### src/rtl/chacha_host_driver.sv
// chacha_host_driver: streams a 48-byte load into the ChaCha pin interface, runs it, reads 64 bytes back.
// Optional busy watchdog with sticky error: define CHACHA_DRV_WATCHDOG_EN.
module chacha_host_driver #(
  parameter int LOAD_BYTES = 48,
  parameter int READ_BYTES = 64
`ifdef CHACHA_DRV_WATCHDOG_EN
  ,
  parameter int TIMEOUT = 1023
`endif
) (
  input  logic       clk,
  input  logic       rst,
  input  logic [7:0] in_data,
  input  logic       in_valid,
  output logic       in_ready,
  output logic [7:0] out_data,
  output logic       out_valid,
  input  logic       out_ready,
  output logic [7:0] dev_data_o,
  output logic       dev_wr_o,
  output logic       dev_rd_o,
  output logic       dev_start_o,
  input  logic [7:0] dev_data_i,
  input  logic       dev_busy_i,
  output logic       error
);

  typedef enum logic [3:0] {
    S_IDLE,
    S_LOAD,
    S_STROBE,
    S_START,
    S_WAIT,
    S_RDREQ,
    S_RDCAP,
    S_EMIT
`ifdef CHACHA_DRV_WATCHDOG_EN
    ,
    S_ERR
`endif
  } state_t;

  state_t     state;
  state_t     next;
  logic [5:0] bcnt;
  logic [6:0] rcnt;
  logic       wait_seen;
  logic       in_hs;
  logic       out_hs;

`ifdef CHACHA_DRV_WATCHDOG_EN
  logic [9:0] wcnt;
`endif

  assign in_ready  = !rst && (state == S_IDLE || state == S_LOAD);
  assign out_valid = (state == S_EMIT);
  assign in_hs     = in_valid && in_ready;
  assign out_hs    = out_valid && out_ready;

  always_comb begin
    next = state;
    unique case (state)
      S_IDLE, S_LOAD: begin
        if (in_hs) next = S_STROBE;
      end
      S_STROBE: begin
        if (bcnt + 6'd1 == 6'(LOAD_BYTES)) next = S_START;
        else next = S_LOAD;
      end
      S_START: next = S_WAIT;
      S_WAIT: begin
        // busy is registered in the chip, so the first WAIT cycle is stale
        if (wait_seen && !dev_busy_i) next = S_RDREQ;
`ifdef CHACHA_DRV_WATCHDOG_EN
        else if (wcnt == 10'(TIMEOUT - 1)) next = S_ERR;
`endif
      end
      S_RDREQ: next = S_RDCAP;
      S_RDCAP: next = S_EMIT;
      S_EMIT: begin
        if (out_hs) begin
          if (rcnt + 7'd1 == 7'(READ_BYTES)) next = S_IDLE;
          else next = S_RDREQ;
        end
      end
`ifdef CHACHA_DRV_WATCHDOG_EN
      S_ERR: next = S_ERR;
`endif
      default: next = S_IDLE;
    endcase
  end

  always_ff @(posedge clk) begin
    if (rst) begin
      state       <= S_IDLE;
      bcnt        <= '0;
      rcnt        <= '0;
      wait_seen   <= 1'b0;
      dev_data_o  <= '0;
      out_data    <= '0;
      dev_wr_o    <= 1'b0;
      dev_rd_o    <= 1'b0;
      dev_start_o <= 1'b0;
    end else begin
      state       <= next;
      dev_wr_o    <= (next == S_STROBE);
      dev_rd_o    <= (next == S_RDREQ);
      dev_start_o <= (next == S_START);
      wait_seen   <= (state == S_WAIT);
      if (in_hs) dev_data_o <= in_data;
      if (state == S_IDLE) bcnt <= '0;
      else if (state == S_STROBE) bcnt <= bcnt + 6'd1;
      if (state == S_WAIT) rcnt <= '0;
      else if (out_hs) rcnt <= rcnt + 7'd1;
      if (state == S_RDCAP) out_data <= dev_data_i;
    end
  end

`ifdef CHACHA_DRV_WATCHDOG_EN
  always_ff @(posedge clk) begin
    if (rst) begin
      wcnt  <= '0;
      error <= 1'b0;
    end else begin
      wcnt  <= (state == S_WAIT) ? wcnt + 10'd1 : '0;
      error <= error || (next == S_ERR);
    end
  end
`else
  assign error = 1'b0;
`endif

endmodule

### config.mk
export PLATFORM = sky130hd
export DESIGN_NAME = chacha_host_driver
export DESIGN_NICKNAME = d
export VERILOG_FILES = /design/src/rtl/chacha_host_driver.sv
export SDC_FILE = /design/constraint.sdc
export NUM_CORES = 1
export LEC_CHECK = 0
export CORE_MARGIN = 2
export CORE_UTILIZATION = 43
export DETAILED_ROUTE_END_ITERATION = 6
export PLACE_DENSITY = 0.75
export SETUP_SLACK_MARGIN = 0.5
export SYNTH_ARGS = -nofsm -noshare
export SYNTH_HDL_FRONTEND = slang
export SYNTH_SLANG_ARGS = --single-unit
### constraint.sdc
create_clock -name clk -period 1.35 [get_ports clk]
set_clock_uncertainty 0.1 [all_clocks]
set_input_delay 0.27 -clock clk [delete_from_list [all_inputs] [get_ports clk]]
set_output_delay 0.27 -clock clk [all_outputs]
set_load 0.03 [all_outputs]
==> metrics, run 1 <==
Wirelength per Cell 14.1 um; Port Buffer Count 41; CP peak stage delay 0.36 ns; Synthesis Warnings 0; Top delay family on crit path flip-flops; dpl hpwl 2.68 mm; met3 WL 199 um; max-slew violations 0; worst path cell trace buf_6 > nor4_4 > buf_6; Area contributors post-synth dfxtp_1 (44%), nor2_1 (5.9%), mux2i_1 (5.4%); fmax 0.611 GHz; Clk pin slew, worst setup/hold paths 0.08 ns; final count of hold timing violations 0; Clock Sinks 37; DR iter-0 viols 65; sequential cell area fraction in the yosys report 0.444; mapped cell area 1670 sq um; hold slack final 0.377 ns; initial antenna violation count 0; clk_lat worst skew 0.30 ns; core region area 3690 sq um; Crit path buffers/inverters 2; setup TNS -4.24 ns; DRC viols 0; Max-cap violations 0; Worst Path Required 0.98 ns; Syn Inst Count 182; first-pass GRT wire length 6.71 mm; Synth-to-Final Area Change 68.1%; Synth Area per Inst 9.16 sq um; max layer used met4; critical path's slowest cell dfxtp_4; area share of the largest cell type after synthesis 0.444; cell area power density 854 nW/um^2; die width 66.3 um; routed wl met2 2.34 mm; gr usage total 0.198; Root Buffer clkbuf_8; Final Power 2.39 mW; cell taking the most area after synthesis dfxtp_1; gr ovfl total 0; critical path endpoint category primary output; critical path class flip-flop to primary output; buffers from clock root to sink, at most 2; largest net degree at the start of global routing 19; violated checks negative setup slack; RSZ-0062 raised after global routing true; period utilization 1.21; io pins 43; dpl ws -0.452 ns; GP Congestion 0.772; ANT cells 0; Max VDD drop 0.603 mV; via count of the routed design 1591; Static Leak 1.18 nW; first drt pass iteration count 4; setup violators final 33; Most common cell on crit path buf_6; Hold Crit Class flip-flop to flip-flop; CP arrival 1.27 ns; crit path max fanout 4; TritonCTS clock tree built; FILL cells 257; htree depth 2; via/cell ratio 5.00; DIE AREA 4390 sq um; Initial Utilization 0.452; status complete, but fails checks; vias in the first global route 1553; TritonCTS Buffers 5; Die Height 66.3 um; PnR worst setup slack -0.286 ns; layout cells sized above 1 0.481; WL final 4.49 mm; number of distinct library cells after synthesis 42; Worst setup SP type flip-flop; met1 WL 1.91 mm; Site Rows 22; register bit total from synthesis 37; Tmin final 1.64 ns; Final ANT Viol Nets 0; NumNets Final 293
==> worst paths after layout <==
kind	end	startpoint	slack (ns)	depth (start not counted)
setup / recovery	in_ready	state[3]	-0.29	3
hold / removal	dev_data_o[7]	dev_data_o[7]	0.38	2
setup reg to reg	state[1]	state[3]	-0.26	7
hold reg to reg	dev_data_o[7]	dev_data_o[7]	0.38	2
==> worst min-delay path, delay by kind of cell (launching register included) <==
kind             cells  cell delay (ns)
flip-flops           1             0.33
AND/OR/NAND/NOR      2             0.11
==> cell usage in the layout (no fill, tap or decap), types with 3 or more instances in the layout <==
master           instances
clkbuf_8                 5
dfxtp_1                 13
nand3b_1                 9
nor2_1                  23
ha_1                     3
buf_6                   34
clkdlybuf4s50_1         20
nand2_1                 17
xor2_1                   9
nand2_2                  5
nand3_1                  7
nand4_1                  5
buf_4                   33
mux2i_1                  9
a21oi_1                  4
dfxtp_2                 22
==> kinds of logic (layout without fill, tap and decap cells) <==
kind of cell	Yosys count	in the layout	synth area share
XOR/XNOR	12	12	0.0631
AND/OR/NAND/NOR	89	90	0.294
adder cells (fa/ha/maj)	3	3	0.0225
buffers and inverters	13	99	0.0510
flip-flops	37	37	0.444
multiplexers	9	9	0.0541
other	1	2	0.00225
AO/OA/AOI/OAI	18	18	0.0683
==> state kept, by name, indices dropped and copies added, names as in the netlist <==
name,count
wait_seen,1
dev_wr_o,1
state,4
rcnt,7
dev_start_o,1
dev_rd_o,1
dev_data_o,8
bcnt,6
out_data,8
==> cell type report <==
cell class              instances  area (sq um)  share of cell area
repair buffers                 88           851               0.304
inverters                       2          20.0             0.00715
repair inverters                1          8.76             0.00313
clock inverters                 3          46.3              0.0165
well taps                      48          60.1              0.0214
flip-flops and latches         37           776               0.277
multi-input cells             134           971               0.347
clock buffers                   5          68.8              0.0246
==> cell usage after synthesis <==
cell type	count
or3_1	2
nor4_1	1
ha_1	3
o21ai_0	4
xor2_1	10
o22a_1	1
a21o_1	2
mux2i_1	9
nor3_1	2
nor3b_2	1
buf_2	3
nor4b_4	1
inv_1	1
xnor2_1	2
nand4_4	1
a21oi_1	6
or3b_2	1
and4b_1	1
buf_6	3
dfxtp_1	37
nor3b_1	1
and2_1	2
and2b_2	1
and4_1	1
nand4_1	5
nor2_1	26
nand2_2	1
o31ai_1	1
o21ai_1	1
clkbuf_2	1
clkinv_2	1
a211o_1	1
conb_1	1
and3b_1	1
or4b_1	1
clkbuf_1	2
buf_4	2
a31oi_1	1
nand3_1	8
o211ai_2	1
nand2_1	23
nand3b_1	9
==> what timing repair did <==
item | in CTS | in global routing
hold buffers | 0 | 0
endpoints found under the setup margin | 57 | 57
gates cloned | 1 | 1
resized for setup | 79 | 21
pin swaps | 15 | 25
setup buffers | 9 | 7
==> routing by layer <==
metal  up-vias  GRT usage
met5         -          0
li1        790          -
met2        36      0.363
met3         4     0.0494
met4         0     0.0536
met1       761      0.227
==> report_power, final <==
| group | leakage, nW | switching, mW | internal (mW) |
|---|---|---|---|
| logic | 0.812 | 0.132 | 0.152 |
| clock network | 0.0543 | 0.431 | 0.553 |
| registers | 0.311 | 0.0161 | 1.11 |
==> per-stage QoR <==
step	std cells	instance area (sq um)	utilization
detailed placement	292	2290	0.620
global route	318	2800	0.759
floorplan	183	1710	-
CTS	310	2670	0.724
global placement	292	2290	0.620
finish	318	2800	0.759
Note: power is estimated with default switching activity, not from simulation.
==> inputs of run 2 (changes only) <==
- HOLD_SLACK_MARGIN: not set -> 0.05
==> results of run 2 <==
Same layout as run 1: the final DEF is identical, and so are final timing and power.
